==> src/rtl/lif_neuron_array.sv <==
// Time-multiplexed array of leaky integrate-and-fire neurons sharing one update datapath.
// Optional per-neuron saturating spike counters are enabled with `define LIF_SPIKE_COUNT_EN.
module lif_neuron_array #(
  parameter int WIDTH      = 16,
  parameter int N_NEURONS  = 8,
  parameter int REFR_W     = 8,
  parameter int RST_THRESH = 10000,
  parameter int RST_LEAK   = 0,
  parameter int RST_REFR   = 5,
  parameter int IDX_W      = $clog2(N_NEURONS)
) (
  input  logic                     clk,
  input  logic                     rst_n,
  input  logic                     step_start,
  output logic                     busy,
  input  logic                     in_valid,
  output logic                     in_ready,
  input  logic signed [WIDTH-1:0]  in_current,
  output logic [IDX_W-1:0]         cur_idx,
  input  logic                     load_params,
  input  logic signed [WIDTH-1:0]  new_V_threshold,
  input  logic [WIDTH-1:0]         new_leak_factor,
  input  logic [REFR_W-1:0]        new_refr_period,
  input  logic signed [WIDTH-1:0]  new_V_max,
  input  logic signed [WIDTH-1:0]  new_V_min,
  output logic                     param_err,
  output logic [N_NEURONS-1:0]     spike_vec,
  output logic                     step_done,
  input  logic [IDX_W-1:0]         rd_idx,
  output logic [15:0]              rd_count
);

  typedef enum logic [1:0] {IDLE, RUN, DONE} state_t;

  state_t state, state_next;

  logic signed [WIDTH-1:0]  v_mem [N_NEURONS];
  logic [REFR_W-1:0]        r_mem [N_NEURONS];
  logic [N_NEURONS-1:0]     spike_acc;

  logic signed [WIDTH-1:0]  v_threshold;
  logic [WIDTH-1:0]         leak_factor;
  logic [REFR_W-1:0]        refr_period;
  logic signed [WIDTH-1:0]  v_max;
  logic signed [WIDTH-1:0]  v_min;

  logic signed [WIDTH-1:0]  v_cur;
  logic [REFR_W-1:0]        r_cur;
  logic signed [2*WIDTH:0]  v_ext;
  logic signed [2*WIDTH:0]  lf_ext;
  logic signed [2*WIDTH:0]  prod;
  logic signed [WIDTH+1:0]  leak_amt;
  logic signed [WIDTH+1:0]  v_wide;
  logic signed [WIDTH+1:0]  i_wide;
  logic signed [WIDTH+1:0]  sum;
  logic signed [WIDTH+1:0]  vmax_wide;
  logic signed [WIDTH+1:0]  vmin_wide;
  logic signed [WIDTH-1:0]  v_sat;
  logic                     handshake;
  logic                     refractory;
  logic                     fire;
  logic                     spike_now;
  logic                     last_idx;
  logic [N_NEURONS-1:0]     spike_bit;
  logic                     prod_unused;

  assign v_cur      = v_mem[cur_idx];
  assign r_cur      = r_mem[cur_idx];
  assign handshake  = in_valid && in_ready;
  assign refractory = (r_cur != '0);
  assign last_idx   = (cur_idx == IDX_W'(N_NEURONS - 1));

  always_ff @(posedge clk or negedge rst_n) begin
    if (!rst_n) begin
      state <= IDLE;
    end else begin
      state <= state_next;
    end
  end

  always_comb begin
    state_next = state;
    busy       = 1'b0;
    in_ready   = 1'b0;
    step_done  = 1'b0;
    case (state)
      IDLE: begin
        if (step_start) begin
          state_next = RUN;
        end
      end
      RUN: begin
        busy     = 1'b1;
        in_ready = 1'b1;
        if (handshake && last_idx) begin
          state_next = DONE;
        end
      end
      DONE: begin
        busy       = 1'b1;
        step_done  = 1'b1;
        state_next = IDLE;
      end
      default: begin
        state_next = IDLE;
      end
    endcase
  end

  // Leak is a floor of V*leak/2^WIDTH; the sum is kept two bits wider so clamping sees the true value.
  always_comb begin
    v_ext       = {{(WIDTH+1){v_cur[WIDTH-1]}}, v_cur};
    lf_ext      = {{(WIDTH+1){1'b0}}, leak_factor};
    prod        = v_ext * lf_ext;
    leak_amt    = {prod[2*WIDTH], prod[2*WIDTH:WIDTH]};
    prod_unused = ^prod[WIDTH-1:0];
    v_wide      = {{2{v_cur[WIDTH-1]}}, v_cur};
    i_wide      = {{2{in_current[WIDTH-1]}}, in_current};
    vmax_wide   = {{2{v_max[WIDTH-1]}}, v_max};
    vmin_wide   = {{2{v_min[WIDTH-1]}}, v_min};
    sum         = v_wide - leak_amt + i_wide;
    if (sum > vmax_wide) begin
      v_sat = v_max;
    end else if (sum < vmin_wide) begin
      v_sat = v_min;
    end else begin
      v_sat = sum[WIDTH-1:0];
    end
    fire      = (v_sat >= v_threshold);
    spike_now = handshake && !refractory && fire;
    spike_bit = '0;
    spike_bit[cur_idx] = spike_now;
  end

  always_ff @(posedge clk or negedge rst_n) begin
    if (!rst_n) begin
      cur_idx     <= '0;
      spike_acc   <= '0;
      spike_vec   <= '0;
      param_err   <= 1'b0;
      v_threshold <= WIDTH'(RST_THRESH);
      leak_factor <= WIDTH'(RST_LEAK);
      refr_period <= REFR_W'(RST_REFR);
      v_max       <= {1'b0, {(WIDTH-1){1'b1}}};
      v_min       <= {1'b1, {(WIDTH-1){1'b0}}};
      for (int i = 0; i < N_NEURONS; i++) begin
        v_mem[i] <= '0;
        r_mem[i] <= '0;
      end
    end else begin
      param_err <= load_params && (state != IDLE);

      if ((state == IDLE) && load_params) begin
        v_threshold <= new_V_threshold;
        leak_factor <= new_leak_factor;
        refr_period <= new_refr_period;
        v_max       <= new_V_max;
        v_min       <= new_V_min;
      end

      if ((state == IDLE) && step_start) begin
        cur_idx   <= '0;
        spike_acc <= '0;
      end

      if (handshake) begin
        if (refractory) begin
          v_mem[cur_idx] <= '0;
          r_mem[cur_idx] <= r_cur - REFR_W'(1);
        end else if (fire) begin
          v_mem[cur_idx] <= '0;
          r_mem[cur_idx] <= refr_period;
        end else begin
          v_mem[cur_idx] <= v_sat;
        end
        spike_acc <= spike_acc | spike_bit;
        // The last neuron's spike is folded in here so spike_vec is valid during the step_done cycle.
        if (last_idx) begin
          spike_vec <= spike_acc | spike_bit;
          cur_idx   <= '0;
        end else begin
          cur_idx <= cur_idx + IDX_W'(1);
        end
      end
    end
  end

`ifdef LIF_SPIKE_COUNT_EN
  logic [15:0] spike_cnt [N_NEURONS];

  always_ff @(posedge clk or negedge rst_n) begin
    if (!rst_n) begin
      for (int i = 0; i < N_NEURONS; i++) begin
        spike_cnt[i] <= '0;
      end
    end else if (spike_now && (spike_cnt[cur_idx] != 16'hFFFF)) begin
      spike_cnt[cur_idx] <= spike_cnt[cur_idx] + 16'd1;
    end
  end

  assign rd_count = spike_cnt[rd_idx];
`else
  logic rd_idx_unused;

  assign rd_idx_unused = ^rd_idx;
  assign rd_count      = '0;
`endif

endmodule

==> config.mk <==
export PLATFORM = sky130hd
export DESIGN_NAME = lif_neuron_array
export DESIGN_NICKNAME = d
export VERILOG_FILES = /design/src/rtl/lif_neuron_array.sv
export SDC_FILE = /design/constraint.sdc
export NUM_CORES = 1
export LEC_CHECK = 0
export BUFFER_PORTS_ARGS = -buffer_cell sky130_fd_sc_hd__buf_2
export CAP_MARGIN = 20
export CORE_MARGIN = 1.5
export CORE_UTILIZATION = 65
export CTS_CLUSTER_DIAMETER = 40
export DETAILED_ROUTE_END_ITERATION = 8
export PLACE_DENSITY = 0.84
export SLEW_MARGIN = 25
export SYNTH_ARGS = -nofsm -noshare
export SYNTH_HDL_FRONTEND = slang
export SYNTH_SLANG_ARGS = --single-unit
export TNS_END_PERCENT = 100
==> constraint.sdc <==
create_clock -name clk -period 43.6 [get_ports clk]
set_clock_uncertainty 0.2 [all_clocks]
set_input_delay 2.18 -clock clk [delete_from_list [all_inputs] [get_ports clk]]
set_output_delay 2.18 -clock clk [all_outputs]
set_load 0.01 [all_outputs]
* After elaboration in Yosys (flattened, before gate mapping)
Cells that the tools add are included.
** Storage, ports and cells
- Flip-flop bits (word level) :: 286
- Bits of input ports :: 96
- Output and inout port bits :: 31
- Logic and storage cells :: 99
** Cells by class
- Add/subtract/negate cells :: 4
- $mul :: 1
- Magnitude comparators :: 7
- Equal/unequal tests :: 5
- Muxes and demuxes :: 32
- Bitwise gates (word level) :: 5
- Reductions and logical operators :: 19
** Operator list (count)
- $mux 128 :: 2
- $and 128x128->128 :: 1
- $bwmux 128 :: 1
- $bwmux 64 :: 2
- $mux 64 :: 2
- $not 128->128 :: 1
- $mux 16 :: 5
- $bmux 16 s3 :: 1
- $demux 16 s3 :: 1
- $mux 8 :: 5
- $mul 16x17->33 :: 1
- $bmux 8 s3 :: 1
- $demux 8 s3 :: 1
- $add 18x16->18 :: 1
- $gt 18x16->1 :: 1
- $lt 18x16->1 :: 1
- $sub 16x17->18 :: 1
- $ge 16x16->1 :: 1
- $logic_and 1x1->1 :: 9
- $mux 3 :: 3
- $and 8x8->8 :: 1
- $or 8x8->8 :: 1
- $reduce_bool 8->1 :: 1
- $sub 8x1->8 const B :: 1
- other kinds (19) :: 28

* Depth between registers and ports, before layout
Gate-level depths: netlist of run 1.
- Word-level depth :: 15
- Gate-level depth with buffers :: 63

* Least setup slack after synthesis of run 1
OpenSTA, ideal clock, no wires.
- Path type :: flip-flop to flip-flop
- From :: reg cur_idx[1]
- To :: reg r_mem[0] (netlist name)
- Library setup time :: 125 ps
- Data arrival time :: 14152 ps
- Required time :: 43275 ps
- Slack :: 29123 ps
- Cell stages (with the launch flop) :: 57
- Cells stage by stage :: dfrtp_1 -> buf_6 -> buf_6 -> buf_6 -> nor3_1 -> clkbuf_1 -> a22oi_1 -> nand4_1 -> clkbuf_1 -> nand2_1 -> fa_1 -> fa_1 -> inv_1 -> fa_1 -> fa_1 -> fa_1 -> inv_1 -> fa_1 -> [21 not listed] -> nand4_1 -> nor2_1 -> a41o_1 -> o21ai_1 -> mux2i_2 -> buf_4 -> mux2_2 -> a21oi_1 -> inv_1 -> ha_1 -> and3_1 -> a2111oi_0 -> o21ai_0 -> a21oi_1 -> o21bai_4 -> buf_4 -> nand3_2 -> mux2_2
** Between the ends
- Longest elaborated chain between the ends :: 13
- Elaborated cells between the ends (all ways) :: 28
- Classes of those cells :: add/sub: 3; mul: 1; order compare: 5; mux: 14; bitwise: 1; reduce/logical: 4
** RTL lines
- start, declared :: RTL line 19 : output logic [IDX_W-1:0] cur_idx,
- start signal, assigned :: RTL line 182 : cur_idx <= cur_idx + IDX_W'(1);
- $not 3->4 (not written as such) (*)
- $bmux 16 s3 :: RTL line 67 : assign v_cur = v_mem[cur_idx];
- $mux 16 (not written as such) (2 in series) :: RTL line 67
- $mul 16x17->33 :: RTL line 114 : prod = v_ext * lf_ext;
- $sub 16x17->18 :: RTL line 121 : sum = v_wide - leak_amt + i_wide;
- $add 18x16->18 :: RTL line 121
- $lt 18x16->1 :: RTL line 124 : end else if (sum < vmin_wide) begin
- $mux 16 :: RTL line 124
- $mux 16 :: RTL line 122 : if (sum > vmax_wide) begin
- $ge 16x16->1 :: RTL line 129 : fire = (v_sat >= v_threshold);
- $reduce_bool 2->1 (no line)
- $reduce_and 2->1 (no line)
- end signal, assigned by index :: RTL line 169 : r_mem[cur_idx] <= r_cur - REFR_W'(1);
- end signal, assigned by index :: RTL line 172 : r_mem[cur_idx] <= refr_period;
- end, declared :: RTL line 38 : logic [REFR_W-1:0] r_mem [N_NEURONS];
Mark *: on every way between the ends. The rest lies on a longest branch, timed or not. The select of a mux whose other input is x is not followed.
A chain may end at the register's enable or synchronous reset.

* Final worst setup path of run 1
- From :: reg cur_idx[2]
- To :: reg v_mem[104] (netlist name)
** Between the ends
- Longest elaborated chain between the ends :: 13
- Elaborated cells between the ends (all ways) :: 26
- Classes of those cells :: add/sub: 2; mul: 1; order compare: 5; mux: 13; bitwise: 3; reduce/logical: 2
** RTL lines
- $not 3->4 (not written as such) (*)
- $bmux 16 s3 :: RTL line 67
- $mux 16 (not written as such) (2 in series) :: RTL line 67
- $mul 16x17->33 :: RTL line 114
- $sub 16x17->18 :: RTL line 121
- $add 18x16->18 :: RTL line 121
- $lt 18x16->1 :: RTL line 124
- $mux 16 :: RTL line 124
- $mux 16 :: RTL line 122
- $ge 16x16->1 or $bwmux 128 (tied branches) :: RTL line 129, 174
- $mux 128 :: RTL line 170 : end else if (fire) begin
- $mux 128 (*) :: RTL line 167 : if (refractory) begin
- end signal, assigned by index :: RTL line 174 : v_mem[cur_idx] <= v_sat;
- end, declared :: RTL line 37 : logic signed [WIDTH-1:0] v_mem [N_NEURONS];
Marks and branches as above.

==> flow_summary.json, run 1 <==
{
  "status": "finished with violations",
  "violations": "DRC",
  "syn_avg_cell_area_sq_um": 9.96,
  "firstDrtPassIters": 8,
  "gp_congestion": 0.896,
  "antenna_found_initial": 0,
  "worst-path-buf-inv": 6,
  "grt_usage": 0.333,
  "yosys_warnings": 0,
  "start_util": 0.662,
  "clock_latency_ns": 0.57,
  "r2r-start": "cur_idx[2]$_DFFE_PN0P_",
  "crit_family": "compound AO/OA/AOI/OAI gates",
  "rrSetupSlack_ns": 25.82,
  "crit_cells": 53,
  "fin_ws_ns": 25.82,
  "synthToLayoutAreaGrowth_pct": 9.60,
  "required_ns": 43.85,
  "synth-edff-count": 0,
  "cts_hold_buf": 0,
  "crit_top_cell": "fa_1",
  "finalCriticalPeriod_ns": 17.78,
  "critPathMaxStageDelay_ns": 0.81,
  "synthFlopType": "dfrtp_1",
  "grt_setup_unrepaired": "false",
  "syn-cell-area_sq_mm": 0.0236,
  "viasPerCell": 6.14,
  "num_io_pins": 127,
  "synth_fa_ha_area_frac": 0.281,
  "n_fill_cell": 2420,
  "seq_area_frac_synth": 0.304,
  "cts_setup_buffers": 0,
  "hold_path.class": "register to register",
  "htree_levels": 2,
  "stdcell_area_sq_mm": 0.0259,
  "drt_iter0_markers": 1421,
  "ant_nets": 0,
  "startpoint_type": "register",
  "async_reset_ff_frac": 1.00,
  "crit_type": "register to register",
  "slew_violations": 0,
  "wirelength_mm": 60.1,
  "synth_area_leaders": "dfrtp_1 (28%), fa_1 (18%), ha_1 (10%)",
  "die_y_um": 194,
  "io_buffer_count": 107,
  "max-clock-path-buffers": 3,
  "fin_nets": 2947,
  "worst_pin_slew_ns": 1.09,
  "grt_pass1_vias": 19470,
  "path_max_fanout": 34,
  "grt_max_degree": 183,
  "ys_seq_elements": 286,
  "core_area_sq_mm": 0.0357,
  "numCtsBuffers": 39,
  "cp_slowest_cell": "nand4_1",
  "mostFrequentLayoutCell": "inv_1",
  "synth_top_family_by_area": "adder cells",
  "arrival_ns": 18.04,
  "clkSinkCount": 286,
  "setup-tns-final_ns": 0,
  "pre_cts_slack_ns": 26.13,
  "vias": 18027,
  "hpwl_mm": 41.6,
  "dieWidth_um": 194,
  "yosysTopAreaCellShare": 0.279,
  "grt_pass1_wl_mm": 98.8,
  "multiInputGateArea_sq_mm": 0.0146,
  "synthMuxAreaShare": 0.0898,
  "synth_top_area_cell": "dfrtp_1",
  "seq_area_sq_mm": 0.00719,
  "rows": 69,
  "drc": 2,
  "min_period_over_period": 0.408,
  "synth_compound_area_frac": 0.107,
  "syn_inst": 2369,
  "place_area_sq_mm": 0.0245,
  "clk_pin_slew_ns": 0.06,
  "yosys.cell_types.count": 78,
  "grt_overflow_total": 0,
  "hold_violations": 0,
  "drt-wirelength-per-cell_um": 20.5,
  "endpoint": "v_mem[104]$_DFFE_PN0P_",
  "r2r_cells": 53,
  "slew_headroom": 0.274,
  "synthSimpleGateAreaFrac": 0.126,
  "cts_resized": 0,
  "timing.rr.end": "v_mem[104]$_DFFE_PN0P_",
  "die-area_sq_mm": 0.0375,
  "end_kind": "register",
  "setup_viol": 0,
  "layout_common_cells": "inv_1 (350), nand2_1 (296), dfrtp_1 (263), fa_1 (210), ha_1 (194)",
  "max_cap_viol_count": 0,
  "cts_root_buffer": "clkbuf_16",
  "fmax_mhz": 56.2,
  "cts_tree": "done",
  "synth_xor_area_frac": 0.0119,
  "antennaDiodeCount": 0,
  "drive_above_1_share": 0.172,
  "timing.critical_path.from": "cur_idx[2]$_DFFE_PN0P_"
}
==> registers in the layout, summed over array words and instances, names as in the netlist <==
signal	count
refr_period	8
param_err	1
r_mem	64
v_mem	128
v_min	16
spike_acc	8
cur_idx	3
v_max	16
leak_factor	16
state	2
v_threshold	16
spike_vec	8
==> routing by layer <==
metal | global-route usage | part of all wire
met2 | 0.551 | 0.48
met4 | 0.161 | 0.045
met1 | 0.422 | 0.39
met5 | 0 | 0.0013
met3 | 0.0643 | 0.088
==> synthesized netlist by cell type, drive strengths merged (23+ instances only) <==
library cell / n
inv: 350
ha: 194
nor2: 73
xnor2: 25
dfrtp: 263
buf: 37
a21oi: 60
dfstp: 23
o21ai: 148
and2: 78
nor2b: 54
mux2: 148
fa: 210
nand2: 297
a22oi: 56
clkbuf: 79
==> kinds of logic (layout without fill, tap and decap cells) <==
logic type	after synthesis	after routing
simple gates	613	613
buf+inv	466	559
fa+ha+maj	404	404
compound gates	387	387
flops	286	286
mux	180	180
xor+xnor	32	32
other cells	1	16
==> through the flow <==
step / hold WS, ns / util / cells
3_5_place_dp: 0.265 / 0.686 / 2865
6_report: 0.279 / 0.726 / 2938
4_1_cts: 0.278 / 0.724 / 2936
5_1_grt: 0.299 / 0.726 / 2938
3_3_place_gp: 0.258 / 0.686 / 2864
2_1_floorplan: 0.242 / - / 2384
==> cell type report <==
cell class,instances,area share
tap,461,0.0223
sequential,286,0.278
clock buffer,48,0.0398
timing repair buffer,138,0.0316
multi-input combinational,1632,0.565
clock inverter,23,0.0126
inverter,350,0.0508
==> worst min-delay path, cell delays in order (launching register included) <==
cell     delay [ns]
dfrtp_1        0.34
nand2_1        0.05
o21ai_0        0.06
==> how the worst min path moves through the flow <==
stage	startpoint	cells past startpoint	slack (ns)	endpoint
floorplan	v_mem[113]$_DFFE_PN0P_	2	0.24	v_mem[113]$_DFFE_PN0P_
global route	v_mem[63]$_DFFE_PN0P_	2	0.30	v_mem[63]$_DFFE_PN0P_
CTS	v_mem[1]$_DFFE_PN0P_	2	0.28	v_mem[1]$_DFFE_PN0P_
detailed placement	v_mem[1]$_DFFE_PN0P_	2	0.27	v_mem[1]$_DFFE_PN0P_
finish	v_mem[1]$_DFFE_PN0P_	2	0.28	v_mem[1]$_DFFE_PN0P_
global placement	v_mem[113]$_DFFE_PN0P_	2	0.26	v_mem[113]$_DFFE_PN0P_
Power of run 1 is left out: the tool's default activity adds up to more than one toggle a clock period on the data nets, which glitch-free logic cannot reach.
==> run 2, diff against run 1 <==
Settings changed: ABC_AREA set to 1, CORE_UTILIZATION 65 to 64, PLACE_DENSITY 0.84 to 0.83.
Clock period 43.6 ns to 16.95 ns, I/O delays scaled along.
==> run 2 against run 1 <==
  * The flow finishes with violations (hold timing)
  * Maximum frequency rose by 19%
  * Synthesized cell count rose by 33%
  * Area after synthesis rose by 5.0%
  * Flip-flop and latch count did not move
  * Wire length rose by 21%
  * Critical endpoint is now r_mem[38]$_DFFE_PN0P_
  * Worst hold slack got worse by 0.28 ns
  * Clock-buffer cell count did not move
==> flow_summary.json, run 2 <==
{
  "numCtsBuffers": 41,
  "start_util": 0.655,
  "wirelength_mm": 72.8,
  "synthToLayoutAreaGrowth_pct": 8.91,
  "cts_resized": 0,
  "grt_pass1_wl_mm": 117,
  "n_fill_cell": 2943,
  "seq_area_sq_mm": 0.00719,
  "cp_slowest_cell": "buf_4",
  "yosys.cell_types.count": 52,
  "layout_common_cells": "nand2_1 (946), inv_1 (454), dfrtp_1 (262), nor2_1 (260), fa_1 (210)",
  "cts_root_buffer": "clkbuf_16",
  "worst_pin_slew_ns": 1.13,
  "grt_pass1_vias": 22359,
  "gp_congestion": 0.982,
  "synthFlopType": "dfrtp_1",
  "yosys_warnings": 0,
  "syn_avg_cell_area_sq_um": 7.84,
  "htree_levels": 2,
  "setup_viol": 0,
  "drive_above_1_share": 0.0817,
  "crit_type": "register to register",
  "startpoint_type": "register",
  "end_kind": "register",
  "drt_iter0_markers": 2495,
  "fmax_mhz": 66.7,
  "clk_pin_slew_ns": 0.06,
  "seq_area_frac_synth": 0.290,
  "largest_reg_flops": 128,
  "synth_top_area_cell": "dfrtp_1",
  "finalCriticalPeriod_ns": 15.00,
  "die_y_um": 200,
  "slew_headroom": 0.245,
  "grt_max_degree": 151,
  "hold_ws_ns": -0.000721,
  "path_max_fanout": 58,
  "async_reset_ff_frac": 1.00,
  "violations": "hold timing",
  "die-area_sq_mm": 0.0399,
  "required_ns": 17.20,
  "ys_seq_elements": 286,
  "drt-wirelength-per-cell_um": 19.3,
  "rows": 71,
  "cts_hold_buf": 0,
  "grt_setup_unrepaired": "false",
  "reg_top3": "v_mem x128, r_mem x64",
  "synth-edff-count": 0,
  "hold_violations": 1,
  "max-clock-path-buffers": 3,
  "cts_setup_buffers": 0,
  "viasPerCell": 5.91,
  "yosysTopAreaCellShare": 0.266,
  "ant_nets": 0,
  "num_io_pins": 127,
  "status": "finished with violations",
  "vias": 22259,
  "hpwl_mm": 51.8,
  "core_area_sq_mm": 0.0378,
  "hold_path.class": "input port to asynchronous set/reset pin",
  "synth_area_leaders": "dfrtp_1 (27%), fa_1 (17%), nand2_1 (14%)",
  "yosys-top-cells-count": "nand2_1 (948), inv_1 (454), dfrtp_1 (263)",
  "setup-tns-final_ns": 0,
  "fin_nets": 3723,
  "min_period_over_period": 0.885,
  "critPathMaxStageDelay_ns": 0.54,
  "top_register": "v_mem",
  "dieWidth_um": 200,
  "crit_top_cell": "nand2_1",
  "grt_overflow_total": 0,
  "crit_family": "simple AND/OR/NAND/NOR gates",
  "syn_inst": 3161,
  "antennaDiodeCount": 0,
  "slew_violations": 0,
  "max_cap_viol_count": 0,
  "cts_tree": "done",
  "antenna_found_initial": 1,
  "multiInputGateArea_sq_mm": 0.0152,
  "yosys.cell_count.top_type": "nand2_1",
  "clock_latency_ns": 0.59,
  "io_buffer_count": 107,
  "worst-path-buf-inv": 12,
  "mostFrequentLayoutCell": "nand2_1",
  "drc": 0,
  "syn-cell-area_sq_mm": 0.0248,
  "grt_usage": 0.382,
  "firstDrtPassIters": 8,
  "clkSinkCount": 286,
  "arrival_ns": 15.25
}
-- run 2: changes by cell type in the layout (fill, tap and decap cells not counted), sizes merged, moves of 22 or more --
cell   previous run  this run
nand2           297       952
nor2             73       275
nand3            18       194
mux2            148        10
a21oi            60       172
inv             359       471
and2             78        11
nor2b            54         0
a22oi            56         3
o21ai           148       110
mux2i            22         0
-- run 2: area by class of cell --
cell class | count | area share
flip-flops and latches | 286 | 0.266
multi-input cells | 2295 | 0.564
inverters | 474 | 0.0662
well taps | 511 | 0.0237
clock inverters | 27 | 0.0137
clock buffers | 48 | 0.0397
repair buffers | 125 | 0.0264
-- run 2: worst paths after layout --
kind | cells past startpoint | endpoint | startpoint | slack (ns)
hold / removal | 1 | v_mem[32]$_DFFE_PN0P_ | rst_n | -0.0007
setup / recovery | 64 | r_mem[38]$_DFFE_PN0P_ | cur_idx[0]$_DFFE_PN0P_ | 1.95
max in group asynchronous | 2 | leak_factor[7]$_DFFE_PN0P_ | rst_n | 15.35
min in group clk | 2 | spike_vec[5]$_DFFE_PN0P_ | spike_vec[5]$_DFFE_PN0P_ | 0.27
setup reg to reg | 64 | r_mem[38]$_DFFE_PN0P_ | cur_idx[0]$_DFFE_PN0P_ | 1.95
hold reg to reg | 2 | spike_vec[5]$_DFFE_PN0P_ | spike_vec[5]$_DFFE_PN0P_ | 0.27
-- run 2: cell families (layout without fill, tap and decap cells) --
group / Yosys count / count (layout) / synth area share
AOI/OAI and AO/OA: 353 / 353 / 0.0799
other: 1 / 16 / 0.000151
DFF: 286 / 286 / 0.290
adders and majority gates: 404 / 404 / 0.268
and+or+nand+nor: 1481 / 1481 / 0.248
muxes: 10 / 10 / 0.00455
xor gates and xnor gates: 31 / 31 / 0.0110
buffers and inverters: 595 / 674 / 0.0985
-- run 2: metrics by stage --
stage          hold WS (ns)   util  cells  cell area, sq um  setup WS [ns]
2_1_floorplan         0.242      -   3176             24800           4.92
3_3_place_gp          0.255  0.674   3690             25500           2.68
4_1_cts               0.220  0.712   3765             27000           2.26
6_report          -0.000721  0.713   3766             27000           1.95
3_5_place_dp          0.261  0.674   3690             25500           2.45
5_1_grt              0.0320  0.713   3766             27000           1.00
-- run 2: routing by layer --
metal,GRT usage,vias to the layer above,wire (um)
li1,-,10002,-
met1,0.493,10573,27300
met2,0.605,1377,32600
met3,0.0810,307,8480
met4,0.213,0,4420
met5,0,-,0
Power of run 2 is left out for the same reason.
